[config.mk]
export PLATFORM = sky130hd
export DESIGN_NAME = grf_writeback
export DESIGN_NICKNAME = d
export VERILOG_FILES = /design/src/rtl/grf_writeback_pkg.sv /design/src/rtl/grf_read_port.sv /design/src/rtl/grf_writeback.sv
export SDC_FILE = /design/constraint.sdc
export NUM_CORES = 2
export LEC_CHECK = 0
export ABC_AREA = 0
export CORE_UTILIZATION = 55
export DETAILED_ROUTE_END_ITERATION = 10
export PLACE_DENSITY_LB_ADDON = 0.1
export SYNTH_ARGS = -nofsm -noshare
export SYNTH_HDL_FRONTEND = slang
export SYNTH_SLANG_ARGS = --single-unit
[constraint.sdc]
create_clock -name clk -period 6.9 [get_ports clk]
set_input_delay 2.07 -clock clk [delete_from_list [all_inputs] [get_ports clk]]
set_output_delay 2.07 -clock clk [all_outputs]
set_load 0.02 [all_outputs]
[src/rtl/grf_writeback_pkg.sv]
`default_nettype none
// ============================================================================
// Module      : grf_writeback_pkg
// Description : Shared pipeline definitions: default widths, the zero-register
//               index and the commit trace record used by stage trace ports.
// Revision    : 1.0 - initial release
// ============================================================================
package grf_writeback_pkg;

    localparam int unsigned GRF_DATA_W = 32;
    localparam int unsigned GRF_ADDR_W = 5;
    localparam int unsigned REG_ZERO   = 0;
    localparam int unsigned PC_W       = 32;

    typedef struct packed {
        logic                  valid;
        logic [PC_W-1:0]       pc;
        logic [GRF_ADDR_W-1:0] rd_idx;
        logic [GRF_DATA_W-1:0] data;
    } commit_trace_t;

    // The W stage carries PC+4; traces report the instruction's own PC.
    function automatic logic [PC_W-1:0] pc_of_pc4(input logic [PC_W-1:0] pc4);
        return pc4 - PC_W'(4);
    endfunction

endpackage : grf_writeback_pkg
`default_nettype wire

[src/rtl/grf_read_port.sv]
`default_nettype none
// ============================================================================
// Module      : grf_read_port
// Description : One register-file read port with same-cycle W-stage bypass.
// Revision    : 1.0 - initial release
// ============================================================================
module grf_read_port
    import grf_writeback_pkg::*;
#(
    parameter int unsigned DATA_W = GRF_DATA_W,
    parameter int unsigned ADDR_W = GRF_ADDR_W
) (
    input  logic [ADDR_W-1:0]                i_ra,
    input  logic [(2**ADDR_W)*DATA_W-1:0]    i_regs_flat,
    input  logic                             i_commit,
    input  logic [ADDR_W-1:0]                i_a3,
    input  logic [DATA_W-1:0]                i_wd,
    output logic [DATA_W-1:0]                o_rd
);

    logic [DATA_W-1:0] w_array_data;
    logic              w_is_zero;
    logic              w_bypass;

    assign w_array_data = i_regs_flat[i_ra*DATA_W +: DATA_W];
    assign w_is_zero    = (i_ra == ADDR_W'(REG_ZERO));
    assign w_bypass     = i_commit && (i_a3 == i_ra);

    // Register 0 wins over the bypass so a no-op write never leaks through.
    always_comb begin
        o_rd = w_array_data;
        if (w_is_zero) begin
            o_rd = '0;
        end else if (w_bypass) begin
            o_rd = i_wd;
        end
    end

endmodule : grf_read_port
`default_nettype wire

[src/rtl/grf_writeback.sv]
`default_nettype none
// ============================================================================
// Module      : grf_writeback
// Description : 32x32 general register file fed by the W stage, with two
//               bypassed D-stage read ports, commit trace and commit counter.
// Revision    : 1.0 - initial release
// ============================================================================
module grf_writeback
    import grf_writeback_pkg::*;
#(
    parameter int unsigned DATA_W = GRF_DATA_W,
    parameter int unsigned ADDR_W = GRF_ADDR_W
) (
    input  logic                clk,
    input  logic                reset,
    input  logic                we,
    input  logic [ADDR_W-1:0]   a3,
    input  logic [DATA_W-1:0]   wd,
    input  logic [31:0]         pc4_w,
    input  logic [ADDR_W-1:0]   ra1,
    input  logic [ADDR_W-1:0]   ra2,
    output logic [DATA_W-1:0]   rd1,
    output logic [DATA_W-1:0]   rd2,
    output logic                trace_valid,
    output logic [31:0]         trace_pc,
    output logic [ADDR_W-1:0]   trace_reg,
    output logic [DATA_W-1:0]   trace_data,
    output logic [31:0]         commit_count
);

    localparam int unsigned C_NREGS = 2**ADDR_W;

    logic [DATA_W-1:0]          r_regs [C_NREGS];
    logic [C_NREGS*DATA_W-1:0]  w_regs_flat;
    logic                       w_commit;

    logic                       r_trace_valid;
    logic [31:0]                r_trace_pc;
    logic [ADDR_W-1:0]          r_trace_reg;
    logic [DATA_W-1:0]          r_trace_data;
    logic [31:0]                r_commit_count;

    assign w_commit = we && (a3 != ADDR_W'(REG_ZERO));

    always_ff @(posedge clk) begin
        if (reset) begin
            for (int i = 0; i < C_NREGS; i++) begin
                r_regs[i] <= '0;
            end
        end else if (w_commit) begin
            r_regs[a3] <= wd;
        end
    end

    generate
        for (genvar g = 0; g < C_NREGS; g++) begin : g_flat
            assign w_regs_flat[g*DATA_W +: DATA_W] = r_regs[g];
        end
    endgenerate

    grf_read_port #(
        .DATA_W (DATA_W),
        .ADDR_W (ADDR_W)
    ) u_read_port1 (
        .i_ra        (ra1),
        .i_regs_flat (w_regs_flat),
        .i_commit    (w_commit),
        .i_a3        (a3),
        .i_wd        (wd),
        .o_rd        (rd1)
    );

    grf_read_port #(
        .DATA_W (DATA_W),
        .ADDR_W (ADDR_W)
    ) u_read_port2 (
        .i_ra        (ra2),
        .i_regs_flat (w_regs_flat),
        .i_commit    (w_commit),
        .i_a3        (a3),
        .i_wd        (wd),
        .o_rd        (rd2)
    );

    // trace_pc follows every cycle; reg/data keep the last real commit.
    always_ff @(posedge clk) begin
        if (reset) begin
            r_trace_valid  <= 1'b0;
            r_trace_pc     <= '0;
            r_trace_reg    <= '0;
            r_trace_data   <= '0;
            r_commit_count <= '0;
        end else begin
            r_trace_valid <= w_commit;
            r_trace_pc    <= pc_of_pc4(pc4_w);
            if (w_commit) begin
                r_trace_reg  <= a3;
                r_trace_data <= wd;
                if (r_commit_count != 32'hFFFF_FFFF) begin
                    r_commit_count <= r_commit_count + 32'd1;
                end
            end
        end
    end

    assign trace_valid  = r_trace_valid;
    assign trace_pc     = r_trace_pc;
    assign trace_reg    = r_trace_reg;
    assign trace_data   = r_trace_data;
    assign commit_count = r_commit_count;

endmodule : grf_writeback
`default_nettype wire

Word-level counts from Yosys, hierarchy flattened
Memory sizes are Yosys's and may differ from the RTL's.
Cells that the tools add are included.
{ "word_totals": {"ff_bits": 102, "mem_bits_rw": 1024, "input_bits": 82, "output_inout_bits": 166, "elab_cells": 33, "n_memories": 1} }
{ "memory_table": {"columns": ["memory", "words", "word_bits", "rd", "rd_clocked_by_memory_dff", "wr", "line", "rtl"], "rows": [
  ["r_regs", 32, 32, 32, 0, 32, "grf_writeback.sv:33", "logic [DATA_W-1:0] r_regs [C_NREGS];"]
]} }
{ "op_classes": {"n_addsub": 2, "eq_ne": 3, "shift": 2, "muxes": 12, "n_reduce_logical": 8} }
{ "op_table": {"columns": ["operator", "count"], "rows": [
  ["indexed part select 1024 x 11 -> 32 bit", 2],
  ["2-to-1 mux 32 bit", 5],
  ["adder 32 x 1 -> 32 bit (second input constant)", 1],
  ["!= test 32 bit (second input constant)", 1],
  ["OR reduction 32 bit", 1],
  ["subtractor 32 x 3 -> 32 bit (second input constant)", 1],
  ["== test 5 bit", 2],
  ["zero test 5 bit", 2],
  ["2-to-1 mux 1 bit", 6],
  ["2-to-1 mux 5 bit", 1],
  ["nonzero test 5 bit", 1],
  ["logical AND 1 bit", 3],
  ["AND reduction 2 bit", 1]
]} }

Longest topological paths before layout
{ "depth": {"ltp_word": 7, "mapped_depth": 10, "depth_no_buf": 6} }

Modules after synthesis
Synthesis repeated with hierarchy kept, for this count alone.
{ "unflattened": {"hier_cells": 4496, "area_unflattened_um2": 60521.8} }
{ "modules_own_cells": {"columns": ["module", "instances", "cells_each", "area_each_um2", "seq_area_each_um2"], "rows": [
  ["grf_writeback", 1, 2792, 42341.9, 32791.4],
  ["grf_read_port", 2, 852, 9090.0, 0.0]
]} }

Worst setup path after synthesis
OpenSTA, ideal clock, no wires.
{ "synth_path": {"kind": "input-to-output", "startpoint": "in ra1[0]", "endpoint": "out rd1[22]", "arrival_ps": 4104, "required_ps": 4830, "setup_slack_ps": 726, "path_stages": 8, "path_buffers": 4, "path_cell_list": "clkbuf_1 > buf_2 > buf_2 > buf_2 > mux4_2 > a211oi_1 > a211oi_1 > a211o_1"} }
{ "synth_via": {"elab_chain_len": 4, "elab_cells_between_ends": 6, "cone_classes": "eq/ne (1); shift (1); mux (2); reduce/logical (2)"} }
{ "synth_lines": {"columns": ["item", "line", "rtl"], "rows": [
  ["start, declared", "grf_writeback.sv:20", "input logic [ADDR_W-1:0] ra1,"],
  ["branches (longest 3 deep; another with indexed part select 1024 x 11 -> 32 bit)", null, null],
  ["2-to-1 mux 32 bit (*)", "grf_read_port.sv:32", "if (w_is_zero) begin"],
  ["end, declared", "grf_writeback.sv:22", "output logic [DATA_W-1:0] rd1,"]
]} }
Mark *: on every way between the ends.

Final worst setup path
{ "layout_path": {"startpoint": "in a3[4]", "endpoint": "out rd1[22]"} }
{ "layout_via": {"elab_chain_len": 5, "elab_cells_between_ends": 6, "cone_classes": "eq/ne (1); mux (2); reduce/logical (3)"} }
{ "layout_lines": {"columns": ["item", "line", "rtl"], "rows": [
  ["start, declared", "grf_writeback.sv:17", "input logic [ADDR_W-1:0] a3,"],
  ["nonzero test 5 bit", "grf_writeback.sv:43", "assign w_commit = we && (a3 != ADDR_W'(REG_ZERO));"],
  ["logical AND 1 bit", "grf_writeback.sv:43", null],
  ["logical AND 1 bit (*)", "grf_read_port.sv:27", "assign w_bypass = i_commit && (i_a3 == i_ra);"],
  ["2-to-1 mux 32 bit (*)", "grf_read_port.sv:34", "end else if (w_bypass) begin"],
  ["2-to-1 mux 32 bit (*)", "grf_read_port.sv:32", null]
]} }
Mark *: on every way between the ends. The rest lies on a longest branch, timed or not.

==> reports/metrics.yaml <==
timing:
  setup_viol: 0
  fmax_ghz: 0.145
  worst_clock_skew_ns: 0.0272
  tightestPinTransition_ns: 1.16
  fin_tns_setup_ns: 0
  hold_viol: 0
  holdWs_ns: 0.453
  rsz0062_at_grt: "yes"
  period_share_pct: 99.9
  report.final.slew_viol_count: 0
  maxSlewHeadroom_pct: 22.8
  period_minus_slack_ns: 6.90
floorplanning:
  die_x_um: 329
  dieHeight_um: 329
  start_util_pct: 55.7
  num_rows: 119
  core_um2: 106000
  boundaryPins: 248
  dieArea_um2: 109000
critical_path:
  critPathLaunchType: "input pin"
  critPathKind: "in2out"
  crit_family: "buffers and inverters"
  cp_cell_sequence: "clkdlybuf4s50_1, or3_1, o21ai_4, o31ai_4, buf_12, a211oi_1, a211o_1, clkdlybuf4s50_1"
  cp-end-kind: "output port"
  required_ns: 4.83
  cp_slowest_cell: "clkdlybuf4s50_1"
  cp_common_cell: "clkdlybuf4s50_1"
  crit_buf_inv: 3
  cp_slowest_stage_delay_ns: 0.63
  cp_max_fo: 14
  cp.arrival_ns: 4.83
synthesis:
  synth_edf_count: 1024
  muxShareOfSynthArea_pct: 21.0
  synth_top_family_by_area: "multiplexers"
  seq_area_frac_synth_pct: 55.6
  yosys.area.top_type: "edfxtp_1"
  synthArstFlopShare_pct: 0
  yosys.area_share.simple_pct: 15.0
  synthAdderAreaFrac_pct: 0.0424
  synth.top_cell.area_share_pct: 52.1
  synth_warnings: 0
  synth_area_um2: 59000
  synth_cells: 4122
  post-synth-top-count-cell: "edfxtp_1"
  yosysUniqueCellTypes: 58
  synth_compound_area_share_pct: 4.92
  synth_xor_area_share_pct: 0.490
  synth_top_cells_by_area: "edfxtp_1, mux4_2, and2_1"
  synthTopCellsByCount: "edfxtp_1, and2_1, mux4_2"
  ys.flop_type: "edfxtp_1"
  syn_area_per_cell_um2: 14.3
  ys_ff_latch: 1126
power:
  swShare_pct: 25.5
  p_leak_nw: 24.4
  p_comb_share_pct: 14.3
  p_switching_mw: 4.36
  power.density_nw_per_um2: 245
  p_total_mw: 17.1
  p_clk_share_pct: 39.0
  peakVddDrop_mv: 0.198
  p_int_mw: 12.7
  seqPwrFrac_pct: 46.7
final_layout:
  nets: 4549
  final_core_util_pct: 65.9
  post_route_cells_drive_above_1_share_pct: 26.6
  fillers: 7595
  largest-register: "r_regs"
  area_growth_pct: 18.3
  largest_reg_flops: 1024
routing:
  num_vias: 41800
  dr.first_iter.drc_count: 7527
  vias_per_cell: 6.99
  first_pass_iters: 8
  wl_um: 220000
  drc: 0
  wl_per_cell_um: 36.8
  antenna_left: 0
outcome:
  status: "completed"
place:
  io_buffers: 247
  gp_congestion: 0.912
  dp.final_hpwl_um: 132000
clock_tree:
  cts_hold_buf: 0
  cts_root_buf: "clkbuf_16"
  clock_latency_ns: 0.74
  cts_htree_levels: 3
  cts-buffers-inserted: 120
  clock-sinks: 1126
  cts_tree: "done"
  cts_buffer_depth: 3
  clk_pin_slew_ns: 0.06
grt:
  grt_pass1_wl_um: 304000
  grt_overflow_total: 0
  first_global_vias: 40500
  grtUsageTotal_pct: 40.8
  grt_start_max_net_pins: 48
  antenna_found_initial: 23
job:
  drv_cap: 0
hold_path:
  hold_path_class: "reg2reg"
-- worst reg2reg max path: stages, from the launching register on --
cell and delay [ns]:
dfxtp_1 0.45, nand4_2 0.23, or4_4 0.64, nor4_2 0.89, o21ai_0 0.22, a21oi_1 0.18
-- timing repair --
item,4_1_cts,5_1_grt
buffers inserted,0,2
endpoints found under the setup margin,9,27
gates resized for setup,11,14
-- layout make-up --
type | instances | area [µm²] | share of cell area, %
repair buffers | 615 | 6260 | 8.97
inverters | 11 | 41.3 | 0.0592
clock inverters | 77 | 738 | 1.06
multi-input cells | 2591 | 24900 | 35.7
flip-flops and latches | 1126 | 32800 | 47.0
diodes | 11 | 27.5 | 0.0394
clock buffers | 150 | 3280 | 4.71
well taps | 1391 | 1740 | 2.49
-- routing by layer --
metal | routed length, µm | GRT usage (%)
met1 | 75900 | 53.9
met3 | 36200 | 15.9
met5 | 120 | 0
met4 | 12500 | 19.9
met2 | 95000 | 59.1
-- stage by stage --
| step | instances | setup WS [ns] | area [µm²] |
|---|---|---|---|
| floorplan | 4153 | 0.726 | 59100 |
| global placement | 5732 | -0.345 | 65700 |
| detailed placement | 5732 | -0.334 | 65700 |
| CTS | 5959 | -0.000513 | 69700 |
| global route | 5963 | -0.0123 | 69800 |
| finish | 5972 | 0.00458 | 69800 |
-- cells by family after synthesis --
logic type / Yosys count
other: 1
muxes: 591
and+or+nand+nor: 1510
adders and majority gates: 2
xor gates and xnor gates: 33
buffers and inverters: 436
AOI/OAI and AO/OA: 423
DFF: 1126
-- power by group through the flow --
stage / sequential, mW / clock (mW) / combinational [mW]
finish: 7.98 / 6.66 / 2.44
global route: 8.01 / 6.92 / 2.50
CTS: 7.97 / 6.68 / 2.38
detailed placement: 8.11 / 0 / 2.37
global placement: 8.08 / 0 / 2.36
floorplan: 8.07 / 0 / 1.26
-- path summary, 6_finish.rpt --
path,startpoint,end,slack [ns],cells after the start
min,trace_data[12],trace_data[12],0.45,2
min reg2reg,trace_data[12],trace_data[12],0.45,2
max,a3[4],rd1[22],0.005,8
max reg2reg,commit_count[2],commit_count[7],4.21,5
-- cell usage in the layout, fill, tap and decap left out, types with 9 or more instances in the layout --
| cell | netlist | final |
|---|---|---|
| edfxtp_1 | 1024 | 1024 |
| and2_1 | 996 | 995 |
| mux4_2 | 515 | 515 |
| buf_4 | 5 | 298 |
| clkdlybuf4s50_1 | 0 | 216 |
| nand2_1 | 144 | 144 |
| clkbuf_16 | 0 | 126 |
| dfxtp_1 | 102 | 102 |
| a22oi_1 | 95 | 95 |
| a211oi_1 | 97 | 90 |
| a21oi_1 | 90 | 90 |
| nor2_1 | 114 | 82 |
| buf_12 | 0 | 82 |
| nor2b_1 | 62 | 60 |
| mux2i_1 | 54 | 54 |
| nor3_1 | 41 | 39 |
| or2_2 | 36 | 36 |
| o21ai_0 | 38 | 35 |
| nor2_4 | 0 | 32 |
| conb_1 | 1 | 32 |
| clkinv_2 | 0 | 29 |
| a211o_1 | 28 | 28 |
| xor2_1 | 24 | 24 |
| mux2_2 | 22 | 22 |
| or3_1 | 21 | 21 |
| a221oi_1 | 20 | 19 |
| clkbuf_1 | 318 | 19 |
| clkinv_1 | 0 | 18 |
| nand3_1 | 17 | 17 |
| o22ai_1 | 14 | 14 |
| or4_1 | 14 | 14 |
| nor4_1 | 13 | 13 |
| bufinv_16 | 0 | 13 |
| diode_2 | 0 | 11 |
| inv_1 | 11 | 11 |
| nand4_1 | 10 | 10 |
| o31ai_1 | 10 | 10 |
| xnor2_1 | 9 | 9 |
Power figures use the tool's default switching activity.
